File: src/rtl/ofm_channel_accumulator.sv
// Accumulates adder-tree partial sums over the input channels of each output pixel, then
// requantizes (round, shift, optional ReLU, saturate) to a signed OFM byte on a valid/ready stream.
module ofm_channel_accumulator #(
   parameter int unsigned PSUM_WIDTH   = 20,
   parameter int unsigned ACC_WIDTH    = 28,
   parameter int unsigned OUT_WIDTH    = 8,
   parameter int unsigned CH_CNT_WIDTH = 8,
   parameter int unsigned PX_CNT_WIDTH = 16
) (
   input  logic                    clk,
   input  logic                    rst_n,
   input  logic                    start,
   input  logic [CH_CNT_WIDTH-1:0] cfg_num_ch,
   input  logic [PX_CNT_WIDTH-1:0] cfg_num_px,
   input  logic [4:0]              cfg_shift,
   input  logic                    cfg_relu_en,
   input  logic                    psum_valid,
   output logic                    psum_ready,
   input  logic [PSUM_WIDTH-1:0]   psum_in,
   output logic                    ofm_valid,
   input  logic                    ofm_ready,
   output logic [OUT_WIDTH-1:0]    ofm_data,
   output logic                    busy,
   output logic                    done
);

   typedef enum logic [1:0] {StIdle, StAccum, StOutput} state_e;

   localparam logic signed [ACC_WIDTH:0] SatMax =
      {{(ACC_WIDTH-OUT_WIDTH+2){1'b0}}, {(OUT_WIDTH-1){1'b1}}};
   localparam logic signed [ACC_WIDTH:0] SatMin =
      {{(ACC_WIDTH-OUT_WIDTH+2){1'b1}}, {(OUT_WIDTH-1){1'b0}}};
   localparam logic signed [ACC_WIDTH:0] One = {{ACC_WIDTH{1'b0}}, 1'b1};

   state_e                   r_state, w_state_d;
   logic signed [ACC_WIDTH-1:0] r_acc;
   logic [CH_CNT_WIDTH-1:0]  r_ch_cnt, r_num_ch;
   logic [PX_CNT_WIDTH-1:0]  r_px_cnt, r_num_px;
   logic [4:0]               r_shift;
   logic                     r_relu;
   logic                     r_ofm_valid;
   logic [OUT_WIDTH-1:0]     r_ofm_data;
   logic                     r_done;

   logic                     w_start, w_beat, w_last_ch, w_out_hs, w_last_px;
   logic signed [ACC_WIDTH-1:0] w_psum_ext, w_final;
   logic signed [ACC_WIDTH:0] w_ext, w_rnd, w_rsum, w_shr, w_relu;
   logic [OUT_WIDTH-1:0]     w_req;

   assign w_start   = (r_state == StIdle) && start;
   assign w_beat    = (r_state == StAccum) && psum_valid;
   assign w_last_ch = (r_ch_cnt == r_num_ch - CH_CNT_WIDTH'(1));
   assign w_out_hs  = (r_state == StOutput) && ofm_ready;
   assign w_last_px = (r_px_cnt == r_num_px - PX_CNT_WIDTH'(1));

   assign w_psum_ext = {{(ACC_WIDTH-PSUM_WIDTH){psum_in[PSUM_WIDTH-1]}}, psum_in};
   assign w_final    = r_acc + w_psum_ext;

   // Round half toward +inf in ACC_WIDTH+1 bits so the rounding add cannot overflow.
   always_comb begin
      w_ext  = {w_final[ACC_WIDTH-1], w_final};
      w_rnd  = (r_shift == 5'd0) ? '0 : (One << (r_shift - 5'd1));
      w_rsum = w_ext + w_rnd;
      w_shr  = w_rsum >>> r_shift;
      w_relu = (r_relu && w_shr[ACC_WIDTH]) ? '0 : w_shr;
      w_req  = w_relu[OUT_WIDTH-1:0];
      if (w_relu > SatMax) begin
         w_req = SatMax[OUT_WIDTH-1:0];
      end else if (w_relu < SatMin) begin
         w_req = SatMin[OUT_WIDTH-1:0];
      end
   end

   always_comb begin
      w_state_d = r_state;
      unique case (r_state)
         StIdle:   if (start) w_state_d = StAccum;
         StAccum:  if (w_beat && w_last_ch) w_state_d = StOutput;
         StOutput: if (ofm_ready) w_state_d = w_last_px ? StIdle : StAccum;
         default:  w_state_d = StIdle;
      endcase
   end

   always_ff @(posedge clk or negedge rst_n) begin
      if (!rst_n) begin
         r_state <= StIdle;
      end else begin
         r_state <= w_state_d;
      end
   end

   always_ff @(posedge clk or negedge rst_n) begin
      if (!rst_n) begin
         r_acc       <= '0;
         r_ch_cnt    <= '0;
         r_px_cnt    <= '0;
         r_num_ch    <= '0;
         r_num_px    <= '0;
         r_shift     <= '0;
         r_relu      <= 1'b0;
         r_ofm_valid <= 1'b0;
         r_ofm_data  <= '0;
         r_done      <= 1'b0;
      end else begin
         r_done <= 1'b0;
         if (w_start) begin
            r_num_ch <= (cfg_num_ch == '0) ? CH_CNT_WIDTH'(1) : cfg_num_ch;
            r_num_px <= (cfg_num_px == '0) ? PX_CNT_WIDTH'(1) : cfg_num_px;
            r_shift  <= cfg_shift;
            r_relu   <= cfg_relu_en;
            r_acc    <= '0;
            r_ch_cnt <= '0;
            r_px_cnt <= '0;
         end
         if (w_beat) begin
            r_acc    <= w_final;
            r_ch_cnt <= r_ch_cnt + CH_CNT_WIDTH'(1);
            if (w_last_ch) begin
               r_ofm_data  <= w_req;
               r_ofm_valid <= 1'b1;
            end
         end
         if (w_out_hs) begin
            r_ofm_valid <= 1'b0;
            r_acc       <= '0;
            r_ch_cnt    <= '0;
            r_px_cnt    <= r_px_cnt + PX_CNT_WIDTH'(1);
            r_done      <= w_last_px;
         end
      end
   end

   assign psum_ready = (r_state == StAccum);
   assign busy       = (r_state != StIdle);
   assign ofm_valid  = r_ofm_valid;
   assign ofm_data   = r_ofm_data;
   assign done       = r_done;

endmodule

File: config.mk
export PLATFORM = sky130hd
export DESIGN_NAME = ofm_channel_accumulator
export DESIGN_NICKNAME = d
export VERILOG_FILES = /design/src/rtl/ofm_channel_accumulator.sv
export SDC_FILE = /design/constraint.sdc
export NUM_CORES = 1
export LEC_CHECK = 0
export ABC_CLOCK_PERIOD_IN_PS = 16950
export BUFFER_PORTS_ARGS = -buffer_cell sky130_fd_sc_hd__buf_2
export CELL_PAD_IN_SITES_DETAIL_PLACEMENT = 1
export CELL_PAD_IN_SITES_GLOBAL_PLACEMENT = 1
export CORE_ASPECT_RATIO = 1.4
export CORE_MARGIN = 5
export CORE_UTILIZATION = 50
export DETAILED_ROUTE_END_ITERATION = 10
export GPL_TIMING_DRIVEN = 0
export PLACE_DENSITY_LB_ADDON = 0.1
export SLEW_MARGIN = 20
export SYNTH_ARGS = -nofsm -noshare
export SYNTH_HDL_FRONTEND = slang
export SYNTH_SLANG_ARGS = --single-unit
export TNS_END_PERCENT = 20
File: constraint.sdc
create_clock -name clk -period 16.95 [get_ports clk]
set_input_delay 0.8475 -clock clk [delete_from_list [all_inputs] [get_ports clk]]
set_output_delay 0.8475 -clock clk [all_outputs]
set_load 0.02 [all_outputs]
==> summary.md, run 1 <==
| Metric | Value |
|---|---|
| F_max | `106.0 MHz` |
| Worst setup path start | `psum_in[0]` |
| Later-pin clock latency in the skew report | `0.38 ns` |
| YS warnings | `0` |
| Top-Level Pins | `67` |
| Post-synthesis simple-gate area fraction | `26.66%` |
| TritonCTS clock tree | `built` |
| Total GRT Usage | `35.47%` |
| Clk slew on worst S/H paths | `0.08 ns` |
| Row count | `63` |
| Cell at the slowest stage of the critical path | `mux2i_1` |
| Most frequent CP cell | `o21bai_1` |
| Hold/Removal Path Class | `input pin to async pin` |
| Fillers | `2778` |
| Hold buffer count at CTS | `0` |
| Asr flop ratio synth | `100.0%` |
| Sequential share of the synthesized area | `22.07%` |
| Setup violators final | `0` |
| Vias per cell | `6.783` |
| Worst EP required | `17.18 ns` |
| Postcts setup bufs | `0` |
| Xor and xnor area share after synthesis | `6.152%` |
| Pins Over Slew Limit | `0` |
| Period utilization | `55.68%` |
| Syn-to-layout area delta | `9.346%` |
| Post-Synthesis Cells | `1433` |
| Largest family of logic cells by synthesized area | `compound AO/OA/AOI/OAI gates` |
| Seq. cell area | `2352 um2` |
| Top area cells in the synthesized netlist | `dfrtp_1, nand2_1, ha_1, o21ai_0, nor2_1` |
| Clock Skews | `0.01187 ns` |
| Initial DRC Count | `939` |
| Min Clock Period, post-route | `9.437 ns` |
| Share of cells above drive strength 1 | `9.301%` |
| Synth Area in Compound Gates | `30.84%` |
| Port Buffers | `66` |
| Synth Area in Adders | `7.303%` |
| Post-synth EDFFs | `0` |
| Routed Antenna Nets | `0` |
| Nature of the critical path startpoint | `input pin` |
| CTS Sinks | `94` |
| HPWL Detailed | `34060 um` |
| Core area | `21130 um2` |
| Critical-path maximum fanout | `10` |
| CTS resizes | `0` |
| Slew @ Worst Pin | `1.029 ns` |
| Die Ht | `182.7 um` |
| H-tree levels | `3` |
| Yosys top cell area share | `22.07%` |
| CP peak stage delay | `0.59 ns` |
| Reg2reg path depth | `24` |
| Mux cell area share after synthesis | `2.677%` |
| Max-cap violations | `0` |
| Synth area leader | `dfrtp_1` |
| Max_slew headroom | `31.14%` |
| Largest net degree at the start of global routing | `76` |
| FF-to-FF Start | `r_shift[2]$_DFFE_PN0P_` |
| Detailed Route WL | `43270 um` |
| Initial antenna violation count | `0` |
| Setup ws final | `7.513 ns` |
| Nets | `1627` |
| CP endpoint | `ofm_data[5]$_DFFE_PN0P_` |
| First-pass GRT wire length | `68730 um` |
| Syn avg cell area | `7.436 um2` |
| GP Congestion | `1.020` |
| RSZ-0062 raised after global routing | `false` |
| Synth Flop Type | `dfrtp_1` |
| Arr. time, crit path | `9.66 ns` |
| Critical Path End Type | `flop` |
| Sum Neg Setup Slack | `0 ns` |
| R2R Setup Slk | `7.69 ns` |
| Via Count | `12.05k` |
| Die ar. | `24370 um2` |
| DRC viols | `0` |
| Clk root buf | `clkbuf_16` |
| Crit Path Category | `input pin to flop` |
| Num CTS Buffers | `9` |
| Starting density of the core | `50.44%` |
| Synth unique cells | `100` |
| Final hold violations | `0` |
| Synthesized area | `10660 um2` |
| Worst setup slack after placement | `7.287 ns` |
| Total gr overflow | `0` |
| Run status | `finished, final reports clean` |
| Drt pass-1 iters | `5` |
| Clk buf depth | `2` |
| Yosys reg bits | `94` |
| Die X | `133.4 um` |
| Vias in the first global route | `12.81k` |
| Synth Net Count | `1549` |
| Wire length per cell | `24.36 um` |
| Antenna cells | `0` |
| Area of the multi-input gates | `7848 um2` |
| Worst r2r dst | `ofm_data[5]$_DFFE_PN0P_` |
## cell usage after synthesis, types with 7 or more instances
library cell,number
and3_1,23
a21oi_1,81
nand2_1,239
o211ai_1,30
nor3_1,44
a31oi_1,11
a211oi_1,21
nand2b_1,10
and4_1,8
o21a_1,18
o211a_1,7
o2111ai_1,8
xnor2_1,38
clkbuf_1,60
ha_1,59
or2_2,9
nand4_1,23
o21ai_0,96
inv_1,35
o21bai_1,9
buf_1,11
xor2_1,31
a211o_1,7
nand3_1,76
mux2i_1,17
a22oi_1,12
o311ai_0,8
buf_2,8
a2111oi_0,8
a21o_1,28
and2_1,9
o2111a_1,7
dfrtp_1,94
nor2_1,111
or3_1,9
nor4_1,13
o31ai_1,17
## placed cells by master (no fill, tap or decap), types with 18 or more instances in the layout
cell and n:
ha_1 59, a21oi_1 81, o211ai_1 30, inv_1 35, nand4_1 23, clkbuf_1 60, and3_1 23, a21o_1 28
nand3_1 76, nor2_1 111, o21a_1 18, nand2_1 239, a211oi_1 21, nor3_1 44, xor2_1 31, buf_2 73
o21ai_0 96, dfrtp_1 94, xnor2_1 38
## worst min-delay path by stage
stage / start / end
after floorplan: r_num_ch[6]$_DFFE_PN0P_ / r_num_ch[6]$_DFFE_PN0P_
after global placement: ofm_data[7]$_DFFE_PN0P_ / ofm_data[7]$_DFFE_PN0P_
after detailed placement: ofm_valid$_DFFE_PN0P_ / ofm_valid$_DFFE_PN0P_
after CTS: rst_n / r_acc[23]$_DFFE_PN0P_
after global routing: rst_n / r_acc[23]$_DFFE_PN0P_
final: rst_n / r_acc[23]$_DFFE_PN0P_
## registers in the layout, indices dropped and copies added (netlist names), 2 cells and up
signal and flops:
r_acc 28, r_num_px 16, r_px_cnt 16, ofm_data 8
r_ch_cnt 8, r_num_ch 8, r_shift 5, r_state 2
## logic make-up after synthesis
kind of cell | after synthesis
adders and majority gates | 61
muxes | 24
and+or+nand+nor | 606
DFF | 94
xor gates and xnor gates | 71
buffers and inverters | 117
AOI/OAI and AO/OA | 460
## final cells by class
class                   instances  area share (%)
plain buffers                  80           2.727
multi-input cells            1222           67.35
repair buffers                 67           3.125
flip-flops and latches         94           20.19
inverters                      37           1.192
clock buffers                   9           1.933
well taps                     260           2.792
clock inverters                 7          0.6980
## stage by stage
stage | std cells | instance area, um2 | util (%) | hold slack, ns
2_1_floorplan | 1433 | 10660 | - | 0.4623
3_3_place_gp | 1759 | 11310 | 53.55 | 0.4579
3_5_place_dp | 1760 | 11350 | 53.71 | 0.4802
4_1_cts | 1776 | 11650 | 55.16 | 0.3274
5_1_grt | 1776 | 11650 | 55.16 | 0.3353
6_report | 1776 | 11650 | 55.16 | 0.3203
## per-layer routing
metal	vias up	GRT usage (%)	wire length (um)
li1	5518	-	-
met1	5923	40.02	16500
met2	458	64.06	21910
met3	148	5.406	2416
met4	0	19.23	2436
met5	-	0	0
## critical path: cells and delay by family
family / cells / cell delay (ns)
AND/OR/NAND/NOR: 4 / 0.63
adder cells (fa/ha/maj): 3 / 0.95
XOR/XNOR: 3 / 1.16
multiplexers: 2 / 0.73
buffers and inverters: 3 / 0.81
AO/OA/AOI/OAI: 17 / 4.51
Power of run 1 is left out: the tool's default activity adds up to more than one toggle a clock period on the data nets, which glitch-free logic cannot reach.
==> run 2, diff against run 1 <==
ABC_AREA = 1   (was not set)
ABC_CLOCK_PERIOD_IN_PS = 7800   (was 16950)
CORE_UTILIZATION = 40   (was 50)
clock period = 7.8 ns   (was 16.95 ns; I/O delays follow)
==> summary.md, run 2 <==
| Metric | Value |
|---|---|
| Run status | `finished, final reports clean` |
| Xor and xnor area share after synthesis | `6.614%` |
| Cell at the slowest stage of the critical path | `dfrtp_1` |
| CTS Sinks | `94` |
| Worst r2r dst | `ofm_data[1]$_DFFE_PN0P_` |
| Core area | `24060 um2` |
| Period utilization | `85.57%` |
| Total gr overflow | `0` |
| First-pass GRT wire length | `57980 um` |
| Fillers | `3275` |
| Post-Synthesis Cells | `1545` |
| Synth area leader | `dfrtp_1` |
| Syn-to-layout area delta | `10.65%` |
| Num CTS Buffers | `9` |
| Detailed Route WL | `36260 um` |
| CP endpoint | `ofm_data[1]$_DFFE_PN0P_` |
| Clk buf depth | `2` |
| DRC viols | `0` |
| Max-cap violations | `0` |
| Largest family of logic cells by synthesized area | `simple AND/OR/NAND/NOR gates` |
| Setup violators final | `0` |
| Clk slew on worst S/H paths | `0.07 ns` |
| Post-synthesis simple-gate area fraction | `39.22%` |
| Reg2reg path depth | `46` |
| Nets | `1740` |
| Max_slew headroom | `57.48%` |
| Post-synth top cells | `nand2_1, nand3_1, inv_1` |
| Later-pin clock latency in the skew report | `0.35 ns` |
| Largest Register | `r_acc` |
| Yosys top cell area share | `24.00%` |
| Max reg flops | `28` |
| Synth Area in Adders | `7.942%` |
| R2R Setup Slk | `1.13 ns` |
| Pins Over Slew Limit | `0` |
| Slew @ Worst Pin | `0.6378 ns` |
| Drt pass-1 iters | `5` |
| Postcts setup bufs | `0` |
| Critical-path maximum fanout | `7` |
| Hold buffer count at CTS | `1` |
| Largest net degree at the start of global routing | `70` |
| Asr flop ratio synth | `100.0%` |
| Vias in the first global route | `11.37k` |
| Crit Path Category | `flop to flop` |
| Row count | `67` |
| Seq. cell area | `2352 um2` |
| Area of the multi-input gates | `6644 um2` |
| Nature of the critical path startpoint | `flop` |
| Sum Neg Setup Slack | `0 ns` |
| FF-to-FF Start | `r_acc[0]$_DFFE_PN0P_` |
| Top-count cell post-synth | `nand2_1` |
| F_max | `149.8 MHz` |
| Syn avg cell area | `6.343 um2` |
| Routed Antenna Nets | `0` |
| GP Congestion | `0.9366` |
| CTS resizes | `0` |
| Starting density of the core | `40.73%` |
| Initial DRC Count | `438` |
| Most frequent cells in the layout | `nand2_1, nand3_1, inv_1` |
| Die ar. | `27770 um2` |
| Synthesized area | `9799 um2` |
| Worst EP required | `8.04 ns` |
| Synth Area in Compound Gates | `13.80%` |
| Post-synth EDFFs | `0` |
| Largest registers | `r_acc: 28 flops, r_num_px: 16 flops, r_px_cnt: 16 flops` |
| Arr. time, crit path | `6.92 ns` |
| Yosys reg bits | `94` |
| Worst setup path start | `r_acc[0]$_DFFE_PN0P_` |
| Synth Flop Type | `dfrtp_1` |
| Top area cells in the synthesized netlist | `dfrtp_1, nand2_1, nand3_1, ha_1, inv_1` |
| TritonCTS clock tree | `built` |
| Sequential share of the synthesized area | `24.00%` |
| Mux cell area share after synthesis | `0.2171%` |
| H-tree levels | `3` |
| Leading cell type in the layout, fill and taps excluded | `nand2_1` |
| Share of cells above drive strength 1 | `8.778%` |
| Vias per cell | `5.524` |
| HPWL Detailed | `30420 um` |
| RSZ-0062 raised after global routing | `false` |
| Synth Net Count | `1661` |
| Antenna cells | `0` |
| Clock Skews | `0.01122 ns` |
| Die Ht | `195.2 um` |
| Critical Path End Type | `flop` |
| Clk root buf | `clkbuf_16` |
| Port Buffers | `66` |
| YS warnings | `0` |
| Initial antenna violation count | `1` |
| Total GRT Usage | `26.19%` |
| Most frequent CP cell | `nand2_1` |
| Final hold violations | `0` |
| Top-Level Pins | `67` |
| Synth unique cells | `62` |
| Via Count | `10.71k` |
| Min Clock Period, post-route | `6.674 ns` |
| Hold/Removal Path Class | `input pin to flop` |
| Wire length per cell | `18.70 um` |
| CP peak stage delay | `0.39 ns` |
| Die X | `142.3 um` |
[run 2: cell count changes after synthesis, sizes merged, moves of 15 or more]
| cell | change |
|---|---|
| mux2i | -17 |
| clkbuf | -33 |
| xnor2 | -15 |
| a211oi | -22 |
| and3 | -23 |
| inv | +129 |
| a22o | +18 |
| o21a | -17 |
| nand2 | +245 |
| o21ai | -29 |
| o211ai | -28 |
| xor2 | +19 |
| nand3 | +109 |
| a21o | -23 |
[run 2: cell families after synthesis]
family                     after synthesis
and+or+nand+nor                        883
xor gates and xnor gates                74
adders and majority gates               61
muxes                                    2
AOI/OAI and AO/OA                      222
buffers and inverters                  209
DFF                                     94
[run 2: worst max-delay path, delay by kind of cell, from the launching register on]
kind	cells	cell delay [ns]
AOI/OAI and AO/OA	11	2.06
adders and majority gates	3	1.00
buffers and inverters	3	0.25
DFF	1	0.39
and+or+nand+nor	29	2.87
[run 2: how the worst min path moves through the flow]
stage / startpoint / endpoint / cells past startpoint
floorplan: rst_n / done$_DFF_PN0_ / 0
global placement: ofm_data[1]$_DFFE_PN0P_ / ofm_data[1]$_DFFE_PN0P_ / 2
detailed placement: rst_n / r_ch_cnt[2]$_DFFE_PN0P_ / 1
CTS: ofm_ready / r_state[1]$_DFFE_PN0P_ / 2
global route: ofm_ready / r_state[1]$_DFFE_PN0P_ / 2
finish: ofm_ready / r_state[1]$_DFFE_PN0P_ / 2
[run 2: per-stage QoR]
step	setup slack (ns)	std cells	utilization, %	hold slack (ns)	instance area, um2
2_1_floorplan	2.409	1545	-	0.09441	9799
3_3_place_gp	1.175	1921	43.72	0.4582	10520
3_5_place_dp	0.9844	1922	43.86	0.2816	10550
4_1_cts	1.082	1939	45.07	0.2232	10840
5_1_grt	0.4858	1939	45.07	0.2256	10840
6_report	1.126	1939	45.07	0.2291	10840
[run 2: final cells by class]
type	instances	area share [%]
clock buffer	9	2.077
timing repair buffer	68	3.450
buffer	41	1.558
multi-input combinational	1242	61.27
sequential	94	21.69
clock inverter	7	0.5193
tap	310	3.577
inverter	168	5.850
[run 2: routing by layer]
layer	up-vias	GRT usage (%)	share of wire [%]
met4	2	12.23	5.0
met3	78	2.373	2.5
met1	5201	29.47	40
met5	-	0	0.019
met2	171	48.84	52
li1	5259	-	-
Power of run 2 is left out for the same reason.
==> run 3, diff against run 2 <==
ABC_AREA = not set   (was 1)
CORE_UTILIZATION = 42   (was 40)
==> summary.md, run 3 (same netlist as run 1, synthesis figures left out) <==
| Metric | Value |
|---|---|
| Clk buf depth | `2` |
| Drt pass-1 iters | `5` |
| Num CTS Buffers | `9` |
| Vias in the first global route | `12.37k` |
| Via Count | `11.94k` |
| First-pass GRT wire length | `68140 um` |
| Row count | `69` |
| Largest registers | `r_acc: 28 flops, r_num_px: 16 flops, r_px_cnt: 16 flops` |
| Syn-to-layout area delta | `12.95%` |
| HPWL Detailed | `35410 um` |
| Clk root buf | `clkbuf_16` |
| Most frequent cells in the layout | `nand2_1, nor2_1, dfrtp_1` |
| Later-pin clock latency in the skew report | `0.36 ns` |
| Max_slew headroom | `28.57%` |
| Clk slew on worst S/H paths | `0.08 ns` |
| Routed Antenna Nets | `0` |
| Cell at the slowest stage of the critical path | `dfrtp_1` |
| Vias per cell | `6.476` |
| Total GRT Usage | `30.67%` |
| H-tree levels | `3` |
| CP peak stage delay | `0.42 ns` |
| Pins Over Slew Limit | `0` |
| Initial DRC Count | `699` |
| Most frequent CP cell | `a21o_1` |
| Period utilization | `97.12%` |
| Antenna cells | `0` |
| Share of cells above drive strength 1 | `12.14%` |
| Max-cap violations | `0` |
| Area of the multi-input gates | `8041 um2` |
| Die ar. | `28700 um2` |
| Arr. time, crit path | `7.87 ns` |
| DRC viols | `0` |
| Nature of the critical path startpoint | `flop` |
| Hold/Removal Path Class | `input pin to flop` |
| Detailed Route WL | `44120 um` |
| Die X | `144.6 um` |
| Total gr overflow | `0` |
| Placed cell count | `1819` |
| GP Congestion | `0.9659` |
| Final hold violations | `0` |
| Setup violators final | `0` |
| Run status | `finished, final reports clean` |
| Wire length per cell | `23.94 um` |
| Crit Path Category | `flop to flop` |
| Min Clock Period, post-route | `7.575 ns` |
| Max reg flops | `28` |
| Worst EP required | `8.09 ns` |
| CTS Sinks | `94` |
| Layout Cells excl Fill | `1843` |
| Largest net degree at the start of global routing | `55` |
| Critical-path maximum fanout | `10` |
| Fillers | `3236` |
| Sum Neg Setup Slack | `0 ns` |
| Largest Register | `r_acc` |
| Delay-heaviest family, CP | `compound AO/OA/AOI/OAI gates` |
| Nets | `1636` |
| TritonCTS clock tree | `built` |
| Core area | `25210 um2` |
| Critical Path End Type | `flop` |
| Leading cell type in the layout, fill and taps excluded | `nand2_1` |
| Top-Level Pins | `67` |
| Starting density of the core | `42.27%` |
| CP bufs+invs | `2` |
| Clock Skews | `0.01128 ns` |
| Seq. cell area | `2352 um2` |
| Port Buffers | `66` |
| Initial antenna violation count | `0` |
| Die Ht | `198.5 um` |
| Slew @ Worst Pin | `1.071 ns` |
| F_max | `132.0 MHz` |
run 3: changes by cell type in the layout (fill, tap and decap cells not counted), sizes merged, moves of 18 or more:
| cell | change |
|---|---|
| a22o | -18 |
| inv | -131 |
| nand2 | -245 |
| buf | +18 |
| nand3 | -109 |
| xor2 | -19 |
| clkbuf | +30 |
| o21ai | +29 |
| and3 | +23 |
| a211oi | +22 |
| a21o | +23 |
| o211ai | +28 |
run 3: tightest hold or removal path, delay by kind of cell:
kind	cells	cell delay [ns]
buffers and inverters	1	0.08
and+or+nand+nor	2	0.08
run 3: layer usage:
layer / GRT usage [%] / wire length, um / vias to the layer above
met5: 0 / 0 / -
met4: 17.25 / 2824 / 0
met3: 3.199 / 2029 / 155
met2: 55.44 / 22570 / 402
met1: 34.61 / 16700 / 5829
li1: - / - / 5549
run 3: metrics by stage:
step	worst slack, ns	hold slack [ns]	area (um2)	util [%]
after floorplan	0.6720	0.09441	10660	-
after global placement	-1.789	0.4589	11390	45.17
after detailed placement	-1.824	0.3488	11420	45.30
after CTS	0.008628	0.2155	11930	47.33
after global routing	-0.03054	0.2448	12040	47.75
final	0.2245	0.2270	12040	47.75
run 3: layout make-up:
| class | count | area share [%] |
|---|---|---|
| Buffer | 75 | 2.557 |
| Clock inverter | 5 | 0.6965 |
| Inverter | 37 | 1.154 |
| Clock buffer | 10 | 1.902 |
| Sequential cell | 94 | 19.54 |
| Tap cell | 319 | 3.316 |
| Timing Repair Buffer | 81 | 4.023 |
| Multi-Input combinational cell | 1222 | 66.81 |
run 3: final timing paths:
path,slack (ns),startpoint,cells past startpoint,endpoint
max in group asynchronous,6.62,rst_n,3,ofm_data[0]$_DFFE_PN0P_
min in group asynchronous,0.55,rst_n,2,r_px_cnt[9]$_DFFE_PN0P_
worst min register to register,0.49,ofm_data[7]$_DFFE_PN0P_,2,ofm_data[7]$_DFFE_PN0P_
worst min-delay path,0.23,cfg_relu_en,3,r_relu$_DFFE_PN0P_
worst max-delay path,0.22,r_acc[1]$_DFFE_PN0P_,29,ofm_data[5]$_DFFE_PN0P_
worst max register to register,0.22,r_acc[1]$_DFFE_PN0P_,29,ofm_data[5]$_DFFE_PN0P_
run 3: repair_timing:
| action | in CTS | in global routing |
|---|---|---|
| setup endpoints to repair | 7 | 7 |
| resized for setup | 25 | 24 |
| endpoints found under the hold margin | 40 | 0 |
| hold buffers | 1 | 0 |
| setup buffers | 8 | 5 |
| cloned | 0 | 0 |
| pin swaps | 5 | 8 |
Power of run 3 is left out for the same reason.
